$ cat config.mk
export PLATFORM = sky130hd
export DESIGN_NAME = rf_op_sequencer
export DESIGN_NICKNAME = d
export VERILOG_FILES = /design/src/rtl/rf_seq_pkg.sv /design/src/rtl/rf_seq_alu.sv /design/src/rtl/rf_op_sequencer.sv
export SDC_FILE = /design/constraint.sdc
export NUM_CORES = 1
export LEC_CHECK = 0
export ABC_CLOCK_PERIOD_IN_PS = 9100
export CAP_MARGIN = 25
export CORE_MARGIN = 2
export CORE_UTILIZATION = 45
export DETAILED_ROUTE_END_ITERATION = 7
export PLACE_DENSITY = 0.67
export SYNTH_ARGS = -nofsm -noshare
export SYNTH_HDL_FRONTEND = slang
export SYNTH_SLANG_ARGS = --single-unit
$ cat constraint.sdc
create_clock -name clk -period 9.1 [get_ports clk]
set_clock_uncertainty 0.1 [all_clocks]
set_input_delay 1.82 -clock clk [delete_from_list [all_inputs] [get_ports clk]]
set_output_delay 1.82 -clock clk [all_outputs]
set_load 0.005 [all_outputs]
$ cat src/rtl/rf_seq_pkg.sv
// Shared types for the register-file operation sequencer: FSM states and opcodes.
package rf_seq_pkg;

  typedef enum logic [2:0] {
    IDLE,
    LOAD_A,
    LOAD_B,
    EXEC,
    WRITE
  } state_t;

  localparam logic [1:0] OP_MOV_IMM = 2'b00;
  localparam logic [1:0] OP_MOV_REG = 2'b01;
  localparam logic [1:0] OP_ADD     = 2'b10;
  localparam logic [1:0] OP_CMP     = 2'b11;

endpackage

$ cat src/rtl/rf_seq_alu.sv
// Combinational add/subtract with zero, negative and signed-overflow status.
module rf_seq_alu #(
  parameter int DW = 16
) (
  input  logic [DW-1:0] a,
  input  logic [DW-1:0] b,
  input  logic          sub,
  output logic [DW-1:0] res,
  output logic          z,
  output logic          n,
  output logic          v
);

  logic [DW-1:0] b_eff;

  // Subtract as a + ~b + 1; overflow then reduces to the add rule on b_eff.
  always_comb begin
    b_eff = sub ? ~b : b;
    res   = a + b_eff + {{(DW-1){1'b0}}, sub};
    z     = (res == '0);
    n     = res[DW-1];
    v     = (a[DW-1] == b_eff[DW-1]) && (res[DW-1] != a[DW-1]);
  end

endmodule

$ cat src/rtl/rf_op_sequencer.sv
// Sequences regfile read/write ports for one register-transfer instruction
// per start/done handshake, computing C and Z/N/V flags.
module rf_op_sequencer
  import rf_seq_pkg::*;
#(
  parameter int DW   = 16,
  parameter int AW   = 3,
  parameter int IMMW = 8
) (
  input  logic            clk,
  input  logic            reset,
  input  logic            start,
  input  logic [1:0]      op,
  input  logic [AW-1:0]   rd,
  input  logic [AW-1:0]   rn,
  input  logic [AW-1:0]   rm,
  input  logic [IMMW-1:0] imm,
  input  logic [DW-1:0]   rf_data_out,
  output logic [AW-1:0]   readnum,
  output logic [AW-1:0]   writenum,
  output logic            write,
  output logic [DW-1:0]   data_in,
  output logic            busy,
  output logic            done,
  output logic            Z,
  output logic            N,
  output logic            V
);

  state_t          state, state_nx;
  logic [1:0]      op_q;
  logic [AW-1:0]   rd_q, rn_q, rm_q;
  logic [DW-1:0]   a_q, b_q, c_q;
  logic [DW-1:0]   alu_res;
  logic            alu_z, alu_n, alu_v;

  rf_seq_alu #(.DW(DW)) u_alu (
    .a   (a_q),
    .b   (b_q),
    .sub (op_q == OP_CMP),
    .res (alu_res),
    .z   (alu_z),
    .n   (alu_n),
    .v   (alu_v)
  );

  always_comb begin
    state_nx = state;
    readnum  = '0;
    writenum = '0;
    write    = 1'b0;
    case (state)
      IDLE: begin
        if (start) begin
          case (op)
            OP_MOV_IMM: state_nx = WRITE;
            OP_MOV_REG: state_nx = LOAD_B;
            default:    state_nx = LOAD_A;
          endcase
        end
      end
      LOAD_A: begin
        readnum  = rn_q;
        state_nx = LOAD_B;
      end
      LOAD_B: begin
        readnum  = rm_q;
        state_nx = EXEC;
      end
      EXEC:    state_nx = (op_q == OP_CMP) ? IDLE : WRITE;
      WRITE: begin
        write    = 1'b1;
        writenum = rd_q;
        state_nx = IDLE;
      end
      default: state_nx = IDLE;
    endcase
  end

  assign busy    = (state != IDLE);
  assign data_in = c_q;

  always_ff @(posedge clk or posedge reset) begin
    if (reset) begin
      state <= IDLE;
      op_q  <= '0;
      rd_q  <= '0;
      rn_q  <= '0;
      rm_q  <= '0;
      a_q   <= '0;
      b_q   <= '0;
      c_q   <= '0;
      Z     <= 1'b0;
      N     <= 1'b0;
      V     <= 1'b0;
      done  <= 1'b0;
    end else begin
      state <= state_nx;
      done  <= (state != IDLE) && (state_nx == IDLE);
      case (state)
        IDLE: begin
          if (start) begin
            op_q <= op;
            rd_q <= rd;
            rn_q <= rn;
            rm_q <= rm;
            if (op == OP_MOV_IMM) c_q <= {{(DW-IMMW){imm[IMMW-1]}}, imm};
          end
        end
        LOAD_A: a_q <= rf_data_out;
        LOAD_B: b_q <= rf_data_out;
        EXEC: begin
          case (op_q)
            OP_MOV_REG: c_q <= b_q;
            OP_ADD: begin
              c_q <= alu_res;
              Z   <= alu_z;
              N   <= alu_n;
              V   <= alu_v;
            end
            OP_CMP: begin
              Z <= alu_z;
              N <= alu_n;
              V <= alu_v;
            end
            default: ;
          endcase
        end
        default: ;
      endcase
    end
  end

endmodule

# [After elaboration in Yosys (flattened, before gate mapping)]
# Index checks and enable logic that the tools add are counted.
[totals] latch_bits=0 output_inout_bits=28 input_bits=38 mem_bits_rw=0 register_bits=66 mem_bits_ro=0 memories=0
[classes] n_addsub=2 div=0 muxes=12 n_shift=0 n_bitwise=1 multipliers=0 order_cmp=0 reduce_logical=12 eq_ne=13
[op_table] cell="$pmux 16 s2" n=2
[op_table] cell="$mux 16" n=3
[op_table] cell="$add 16x1->16" n=1
[op_table] cell="$add 16x16->16" n=1
[op_table] cell="$logic_not 16->1" n=1
[op_table] cell="$not 16->16" n=1
[op_table] cell="$pmux 3 s2" n=2
[op_table] cell="$pmux 3 s4" n=1
[op_table] cell="$mux 3" n=3
[op_table] cell="$eq 3x2->1 const B" n=2
[op_table] cell="$logic_not 3->1" n=2
[op_table] cell="$eq 2x1->1 const B" n=2
[op_table] cell="$eq 2x2->1 const B" n=2
[op_table] cell="$ne 2x2->1 const B" n=2
[op_table] cell="$reduce_and 2->1" n=2
[op_table] cell="$reduce_and 4->1" n=1
[op_table] cell="$eq 3x1->1 const B" n=1
[op_table] cell="$eq 3x3->1 const B" n=1
[op_table] cell="$ne 3x3->1 const B" n=1
[op_table] cell="$reduce_bool 3->1" n=1
[op_table] cell="$logic_and 1x1->1" n=2
[op_table] cell="$logic_not 2->1" n=1
[op_table] cell="$reduce_bool 2->1" n=1
[op_table] cell="$reduce_or 2->1" n=1
[op_table] cell="3 further kinds" n=3

# [Longest topological paths before layout]
# Gate-level depths: netlist (run 1).
[depth] ltp_word=6 mapped_depth=13 depth_no_buf=11

# [Cells and area by module]
# A second synthesis (run 1) with hierarchy kept.
[hier_totals] cells_unflattened=376 area_unflattened_um2=4185.3
[by_module_without_submodules] mod="rf_op_sequencer" area_each_um2=2827.7 seq_area_each_um2=1651.6 n_inst=1 cells_per_inst=196
[by_module_without_submodules] mod="rf_seq_alu" area_each_um2=1357.6 seq_area_each_um2=0.0 n_inst=1 cells_per_inst=180

# [Least setup slack after synthesis (run 1)]
# OpenSTA, ideal clock, no wires.
[synth_timing] path_kind="reg-to-output" from="reg state[2]" to="out readnum[0]" setup_slack_ns=5.723 required_time_ns=7.180 t_arrival_ns=1.457 n_path_buf=3 stages_incl_launch_ff=6 path_cell_list="dfrtp_1 -> clkbuf_1 -> nor3b_1 -> buf_1 -> buf_2 -> a22o_1"
[synth_via] elab_chain_cells=2 elab_cells_between_ends=3 classes_between="eq/ne: 2; mux: 1"
[synth_rtl] element="start, declared" line="rf_op_sequencer.sv:30" rtl="state_t state, state_nx;"
[synth_rtl] element="start signal, assigned" line="rf_op_sequencer.sv:98" rtl="state <= state_nx;"
[synth_rtl] element="$eq 3x2->1 / $eq 3x1->1 (equally long branches)" line="rf_op_sequencer.sv:52" rtl="case (state)"
[synth_rtl] element="$pmux 3 s2 *" line="rf_op_sequencer.sv:52"
[synth_rtl] element="end, declared" line="rf_op_sequencer.sv:19" rtl="output logic [AW-1:0] readnum,"
# Mark *: on every way between the ends. The rest lies on a longest branch, timed or not.

# [Worst setup path after layout (run 1)]
[layout_timing] from="reg state[2]" to="out readnum[2]"
# The elaborated chain is that of the path after synthesis.

==> out/results.txt, run 1 <==
Worst Path Arrival - 2.05 ns
Reg clk slew, reported paths - 0.07 ns
cell taking the most area after synthesis - dfrtp_1
gr usage total - 19.56%
Mapped Cells - 380
Global Route met3 Usage - 3.165%
initial DRC count - 110
status - completed
Crit. End Element - primary output
max incr delay on CP - 0.49 ns
worst hold path class - register to register
Core Box Area - 8593 µm²
min Tclk post-route - 3.967 ns
Vias/cell - 5.562
Starting Density - 45.91%
total gr overflow - 0
most frequent cells after synthesis - 66 x dfrtp_1, 42 x mux2_2, 29 x nand2_1
Die Span Y - 97.63 µm
Syn Nets - 436
H-tree lvl count - 3
critical path's slowest cell - dfrtp_1
CTS Root Cell - clkbuf_8
Die Area - 9532 µm²
met1 usage - 28.24%
top post-synthesis cells by area - dfrtp_1 42%, mux2_2 12%, ha_1 5.4%
Die W - 97.63 µm
largest net degree at the start of global routing - 67
ant diodes - 0
Critical Path Start Type - register
antenna violations before repair - 0
Yosys reg bits - 66
vias in the first global route - 3005
Area Overhead vs Synth - 24.04%
Max-Cap Viols - 0
synth warn - 0
Ports - 66
GR peak layer - met2
WL/cell - 16.24 µm
layout cell share with drive strength beyond 1 - 17.08%
Post-CTS Setup Inserts - 0
first-pass GRT wire length - 15040 µm
TritonCTS Sinks - 66
Slew Viols, Final - 0
prevailing post-synth register cell - dfrtp_1
fillers - 763
GP Congestion - 0.8465
WL final - 8980 µm
CTS tree - done
Mean Syn Cell Area - 10.38 µm²
Final nets - 497
sum of buffers and inverters on the critical path - 2
post-synthesis cell type count - 58
post-CTS sizing - 0
RSZ-0062 raised after global routing - no
Detailed Routing Iterations Pass 1 - 5
total negative slack - 0 ns
Post-synth EDFFs - 0
final hold vios - 0
antenna viol nets, final - 0
Post-synth ARST share - 100.0%
Slew @ Worst Pin - 0.8821 ns
top-count cell post-synth - dfrtp_1
Max FO, Critical Path - 19
sequential-to-total area share from yosys stat - 41.86%
hpwl dp - 6522 µm
clk buf depth - 2
Critical Path, Cell by Cell - nor3b_2 > buf_4 > a22o_1 > clkdlybuf4s50_1
post-synthesis cell area - 3945 µm²
Rel. slew slack - 41.20%
number of hold buffers added after cts - 0
# rows - 34
Critical Path RT - 7.18 ns
Synth top area share - 41.86%
clk_lat worst skew - 0.34 ns
DR vias - 3076
met2 usage - 30.13%
Setup Viol. Count Final - 0
CP delay by family, top - buffers and inverters
number of port buffers - 65
critical path class - register to primary output
Peak Freq - 252.1 MHz
drt drc - 0
Num CTS Buffers - 9
final worst path period share - 43.59%
[logic make-up (layout without fill, tap and decap cells)]
logic type / count (synthesis) / after routing / share of synthesized area (%)
flops: 66 / 66 / 41.86
buf+inv: 33 / 98 / 3.964
simple gates: 99 / 99 / 12.40
mux: 51 / 51 / 14.27
fa+ha+maj: 18 / 18 / 5.899
compound gates: 86 / 86 / 15.60
xor+xnor: 27 / 27 / 5.994
[flip-flops by register name, indices dropped and copies added (netlist names), 2 cells and up]
signal / flops
b_q: 16
data_in: 16
rm_q: 3
op_q: 2
rn_q: 3
a_q: 16
rd_q: 3
state: 3
[per-layer routing]
layer  share of wire, %  routed length [µm]
met3                3.4                 303
met2                 46                4101
met4                1.4                 129
met1                 50                4446
met5                  0                   0
[layout by cell type, fill, tap and decap left out, drive strengths merged, types with 2 or more instances in the layout]
master,count
dfrtp,66
clkdlybuf4s50,65
mux2,42
nand2,29
a21oi,23
nor2,22
xor2,18
ha,17
o21ai,15
clkbuf,14
inv,13
nand3,10
xnor2,9
mux2i,9
a21o,8
nor2b,7
o211ai,7
nor3,6
a22o,6
nand4,5
and3,5
a211oi,5
buf,5
o221ai,3
o31ai,3
nor4,3
nor3b,2
nand3b,2
or3,2
o22ai,2
a211o,2
nand2b,2
a2111oi,2
[final timing paths]
kind | start | endpoint | slack [ns] | cells after the start
max | state[2] | readnum[2] | 5.13 | 4
min | data_in[9] | data_in[9] | 0.38 | 2
max reg2reg | op_q[1] | Z | 5.69 | 12
min reg2reg | data_in[9] | data_in[9] | 0.38 | 2
max in group asynchronous | reset | b_q[12] | 6.40 | 3
min in group asynchronous | reset | rd_q[2] | 1.95 | 3
[final cells by class]
cell class / count / area (µm²) / area share (%)
tap: 108 / 135.1 / 2.761
multi-input combinational: 281 / 2147 / 43.88
inverter: 13 / 48.80 / 0.9972
timing repair buffer: 70 / 688.2 / 14.06
clock inverter: 1 / 30.03 / 0.6137
sequential: 66 / 1652 / 33.75
clock buffer: 14 / 192.7 / 3.938
[stage by stage]
step	cells	util (%)	instance area, µm²	worst slack [ns]	hold WS (ns)
detailed placement	538	54.35	4671	5.208	0.3669
global placement	538	54.35	4671	5.271	0.3567
global route	553	56.95	4893	5.026	0.4159
CTS	553	56.95	4893	5.109	0.3823
finish	553	56.95	4893	5.133	0.3785
floorplan	380	-	3945	5.525	0.3628
[tightest hold or removal path: stages, from the launching register on]
cell and delay, ns:
dfrtp_1 0.35, nand2_1 0.05, o31ai_1 0.05
Power of run 1 is left out: the tool's default activity adds up to more than one toggle a clock period on the data nets, which glitch-free logic cannot reach.
==> inputs of run 2 (changes only) <==
Settings changed: ABC_CLOCK_PERIOD_IN_PS 9100 to 3300, PLACE_DENSITY 0.67 to 0.7.
Clock period 9.1 ns to 3.3 ns, I/O delays scaled along.
==> out/results.txt, run 2 (synthesis gave the netlist of run 1 again) <==
vias in the first global route - 3131 (was 3005)
Crit. End Element - register (was primary output)
largest net degree at the start of global routing - 40 (was 67)
Max-Cap Viols - 0 (unchanged)
fillers - 763 (unchanged)
ant diodes - 0 (unchanged)
worst hold path class - register to register (unchanged)
Rel. slew slack - 60.66% (was 41.20%)
total gr overflow - 0 (unchanged)
WL final - 9173 µm (was 8980 µm)
Reg2Reg Launch Point - op_q[1] (unchanged)
min Tclk post-route - 3.113 ns
multi-input logic area - 2153 µm² (was 2147 µm²)
CP Capture Point - Z (was readnum[2])
clk buf depth - 2 (unchanged)
# rows - 34 (unchanged)
number of hold buffers added after cts - 0 (unchanged)
TritonCTS Sinks - 66 (unchanged)
Worst Path Arrival - 3.29 ns (was 2.05 ns)
Peak Freq - 321.2 MHz
Reg clk slew, reported paths - 0.08 ns (was 0.07 ns)
storage element area - 1652 µm² (unchanged)
Num CTS Buffers - 9 (unchanged)
drt drc - 0 (unchanged)
reg2reg path depth - 11 (was 12)
hpwl dp - 6956 µm (was 6522 µm)
RSZ-0062 raised after global routing - no (unchanged)
layout cell share with drive strength beyond 1 - 18.81% (was 17.08%)
Slew Viols, Final - 0 (unchanged)
Die Area - 9532 µm² (unchanged)
H-tree lvl count - 3 (unchanged)
status - completed (unchanged)
Hold Path Stages - 2 (unchanged)
DR top layer - met4 (unchanged)
Starting Density - 45.91% (unchanged)
total negative slack - 0 ns (unchanged)
final hold vios - 0 (unchanged)
WL/cell - 16.38 µm (was 16.24 µm)
Max FO, Critical Path - 8 (was 19)
Final nets - 504 (was 497)
Vias/cell - 5.598 (was 5.562)
Area Overhead vs Synth - 25.09% (was 24.04%)
Ports - 66 (unchanged)
R2R setup slack - 0.19 ns (was 5.69 ns)
final worst path period share - 94.35%
critical path class - register to register (was register to primary output)
most common cell after layout, fill and taps aside - dfrtp_1 (unchanged)
Critical Path Start Type - register (unchanged)
Setup Viol. Count Final - 0 (unchanged)
final setup margin - 0.1866 ns (was 5.133 ns)
number of port buffers - 65 (unchanged)
metal1 wirelength - 4433 µm (was 4446 µm)
Slew @ Worst Pin - 0.5893 ns (was 0.8821 ns)
Die W - 97.63 µm (unchanged)
clk_lat worst skew - 0.34 ns (about the same)
initial DRC count - 156 (was 110)
post-CTS sizing - 0 (unchanged)
antenna violations before repair - 0 (unchanged)
DR vias - 3135 (was 3076)
Die Span Y - 97.63 µm (unchanged)
Post-CTS Setup Inserts - 0 (unchanged)
Critical Path RT - 3.47 ns (was 7.18 ns)
DR WL met3 - 359 µm (was 303 µm)
Core Box Area - 8593 µm² (unchanged)
CTS tree - done (unchanged)
pre-CTS WS - 0.1870 ns (was 5.208 ns)
gr usage total - 20.22% (was 19.56%)
Detailed Routing Iterations Pass 1 - 5 (unchanged)
crit path from - op_q[1] (was state[2])
met2 WL post-DR - 4274 µm (was 4101 µm)
GP Congestion - 0.8636 (was 0.8465)
R2R Path End - Z (unchanged)
highest-count cells in the layout ignoring fill and taps - 66 x dfrtp_1, 65 x clkdlybuf4s50_1, 42 x mux2_2 (unchanged)
antenna viol nets, final - 0 (unchanged)
first-pass GRT wire length - 15570 µm (was 15040 µm)
CTS Root Cell - clkbuf_8 (unchanged)
==> run 2: per-layer routing <==
layer	up-vias	GRT usage, %
li1	1508	-
met4	0	6.197
met1	1536	28.35
met5	-	0
met3	9	3.957
met2	82	31.78
==> run 2: layout make-up <==
type / count / share of cell area (%)
multi-input combinational: 281 / 43.64
sequential: 66 / 33.47
clock inverter: 5 / 1.116
timing repair buffer: 77 / 15.26
inverter: 13 / 0.9888
clock buffer: 10 / 2.789
tap: 108 / 2.738
==> run 2: worst min path at each step <==
stage	from	to	slack, ns
2_1_floorplan	data_in[4]	data_in[4]	0.36
3_3_place_gp	data_in[6]	data_in[6]	0.35
3_5_place_dp	data_in[6]	data_in[6]	0.36
4_1_cts	data_in[6]	data_in[6]	0.37
5_1_grt	data_in[4]	data_in[4]	0.39
6_report	data_in[6]	data_in[6]	0.36
==> run 2: through the flow <==
step / util (%) / hold slack, ns / std cells / cell area, µm²
2_1_floorplan: - / 0.3628 / 380 / 3945
3_3_place_gp: 55.11 / 0.3519 / 545 / 4736
3_5_place_dp: 55.11 / 0.3553 / 545 / 4736
4_1_cts: 57.35 / 0.3707 / 560 / 4928
5_1_grt: 57.43 / 0.3864 / 560 / 4935
6_report: 57.43 / 0.3635 / 560 / 4935
==> run 2: worst max-delay path, cell delays in order (launching register included) <==
cell,delay [ns]
dfrtp_1,0.40
ha_1,0.25
buf_4,0.20
xor2_1,0.17
ha_2,0.42
nand3_1,0.12
o211a_4,0.27
xnor2_1,0.14
or4_1,0.53
nor4_2,0.18
nand4_1,0.13
o21ai_1,0.14
Power of run 2 is left out for the same reason.
==> inputs of run 3 (changes only) <==
Settings changed: CELL_PAD_IN_SITES_DETAIL_PLACEMENT set to 1, CELL_PAD_IN_SITES_GLOBAL_PLACEMENT set to 1, CORE_UTILIZATION 45 to 38, PLACE_DENSITY 0.7 to 0.75.
==> out/results.txt, run 3 (synthesis gave the netlist of run 1 again) <==
status - completed (unchanged)
Slew @ Worst Pin - 0.7543 ns (was 0.5893 ns)
Die W - 105.9 µm (was 97.63 µm)
worst hold slack - 0.3642 ns (was 0.3635 ns)
highest-count cells in the layout ignoring fill and taps - 66 x dfrtp_1, 65 x clkdlybuf4s50_1, 42 x mux2_2 (unchanged)
clk buf depth - 2 (unchanged)
critical path class - register to register (unchanged)
met1 usage - 26.56% (was 28.35%)
Worst Path Arrival - 3.22 ns (was 3.29 ns)
Global Route met3 Usage - 4.598% (was 3.957%)
CP delay by family, top - simple AND/OR/NAND/NOR gates (unchanged)
number of port buffers - 65 (unchanged)
GR peak layer - met2 (unchanged)
antenna viol nets, final - 0 (unchanged)
min Tclk post-route - 3.027 ns (was 3.113 ns)
final worst path period share - 91.73% (was 94.35%)
crit path from - op_q[1] (unchanged)
RSZ-0062 raised after global routing - no (unchanged)
critical path's slowest cell - or4_1 (unchanged)
Post-CTS Setup Inserts - 0 (unchanged)
antenna violations before repair - 0 (unchanged)
ant diodes - 0 (unchanged)
DR vias - 3173 (was 3135)
Max FO, Critical Path - 8 (unchanged)
Starting Density - 38.73% (was 45.91%)
Reg2Reg Launch Point - op_q[1] (unchanged)
layout cell share with drive strength beyond 1 - 18.50% (was 18.81%)
post-CTS sizing - 0 (unchanged)
pre-CTS WS - 0.07434 ns (was 0.1870 ns)
Vias/cell - 5.378 (was 5.598)
CTS Root Cell - clkbuf_8 (unchanged)
TritonCTS Sinks - 66 (unchanged)
first-pass GRT wire length - 17380 µm (was 15570 µm)
gr usage total - 19.97% (was 20.22%)
min-delay src - data_in[6] (unchanged)
Detailed Routing Iterations Pass 1 - 4 (was 5)
max incr delay on CP - 0.53 ns (about the same)
Peak Freq - 330.3 MHz (was 321.2 MHz)
total gr overflow - 0 (unchanged)
# rows - 37 (was 34)
Num CTS Buffers - 9 (unchanged)
Slew Viols, Final - 0 (unchanged)
Area Overhead vs Synth - 26.58% (was 25.09%)
worst hold path class - register to register (unchanged)
drt drc - 0 (unchanged)
placed cells - 574 (was 545)
CTS tree - done (unchanged)
initial DRC count - 100 (was 156)
sum of buffers and inverters on the critical path - 1 (unchanged)
met2 usage - 31.84% (was 31.78%)
Non-Filler Instances - 590 (was 560)
vias in the first global route - 3372 (was 3131)
GP Congestion - 0.9103 (was 0.8636)
Rel. slew slack - 49.64% (was 60.66%)
number of hold buffers added after cts - 0 (unchanged)
clk_lat worst skew - 0.36 ns (was 0.34 ns)
Critical Path, Cell by Cell - ha_4 > mux2i_1 > inv_2 > fa_1 > a21oi_2 > o211a_4 > xnor2_1 > or4_1 > nor4_2 > nand4_1 > o21ai_1 (was ha_1 > buf_4 > xor2_1 > ha_2 > nand3_1 > o211a_4 > xnor2_1 > or4_1 > nor4_2 > nand4_1 > o21ai_1)
largest net degree at the start of global routing - 35 (was 40)
Max-Cap Viols - 0 (unchanged)
final setup margin - 0.2727 ns (was 0.1866 ns)
WL/cell - 18.19 µm (was 16.38 µm)
Reg clk slew, reported paths - 0.07 ns (was 0.08 ns)
Crit. End Element - register (unchanged)
Critical Path RT - 3.50 ns (was 3.47 ns)
Die Span Y - 105.9 µm (was 97.63 µm)
total negative slack - 0 ns (unchanged)
WL final - 10730 µm (was 9173 µm)
most common cell after layout, fill and taps aside - dfrtp_1 (unchanged)
H-tree lvl count - 3 (unchanged)
Critical Path Start Type - register (unchanged)
hpwl dp - 8215 µm (was 6956 µm)
Die Area - 11210 µm² (was 9532 µm²)
final hold vios - 0 (unchanged)
Setup Viol. Count Final - 0 (unchanged)
fillers - 1149 (was 763)
Final nets - 505 (was 504)
Core Box Area - 10180 µm² (was 8593 µm²)
Ports - 66 (unchanged)
## run 3: cell count changes in the layout (fill, tap and decap cells not counted)
cell / delta
a2111oi_0: -1
ha_4: +1
clkinvlp_4: -2
ha_2: -1
a2111oi_1: +1
buf_4: +1
clkinv_2: -1
clkbuf_1: +3
clkbuf_8: +1
## run 3: per-layer routing
| metal | up-vias | wire [µm] |
|---|---|---|
| met5 | - | 0 |
| met4 | 0 | 187 |
| met3 | 15 | 413 |
| met2 | 66 | 5131 |
| met1 | 1581 | 5000 |
| li1 | 1511 | - |
## run 3: cell type report
type	instances	area (µm²)	share of cell area, %
Tap cell	136	170.2	3.408
Timing Repair Buffer	78	760.7	15.23
Sequential cell	66	1652	33.07
Inverter	13	48.80	0.9772
Clock buffer	14	162.7	3.257
Multi-Input combinational cell	281	2165	43.35
Clock inverter	2	35.03	0.7016
## run 3: worst min-delay path, stage by stage (launching register included)
cell	delay (ns)
dfrtp_1	0.34
nand2_1	0.05
nand2_1	0.04
## run 3: worst paths after layout
path	endpoint	slack [ns]	cells past startpoint
max	Z	0.27	11
min	data_in[6]	0.36	2
max reg2reg	Z	0.27	11
min reg2reg	data_in[6]	0.36	2
max in group asynchronous	data_in[11]	1.81	3
min in group asynchronous	rm_q[2]	0.65	2
## run 3: stage by stage
| stage | utilization [%] | instance area (µm²) |
|---|---|---|
| 6_report | 49.03 | 4994 |
| 5_1_grt | 49.03 | 4994 |
| 4_1_cts | 48.86 | 4976 |
| 3_5_place_dp | 46.92 | 4778 |
| 3_3_place_gp | 46.92 | 4778 |
| 2_1_floorplan | - | 3945 |
Power of run 3 is left out for the same reason.
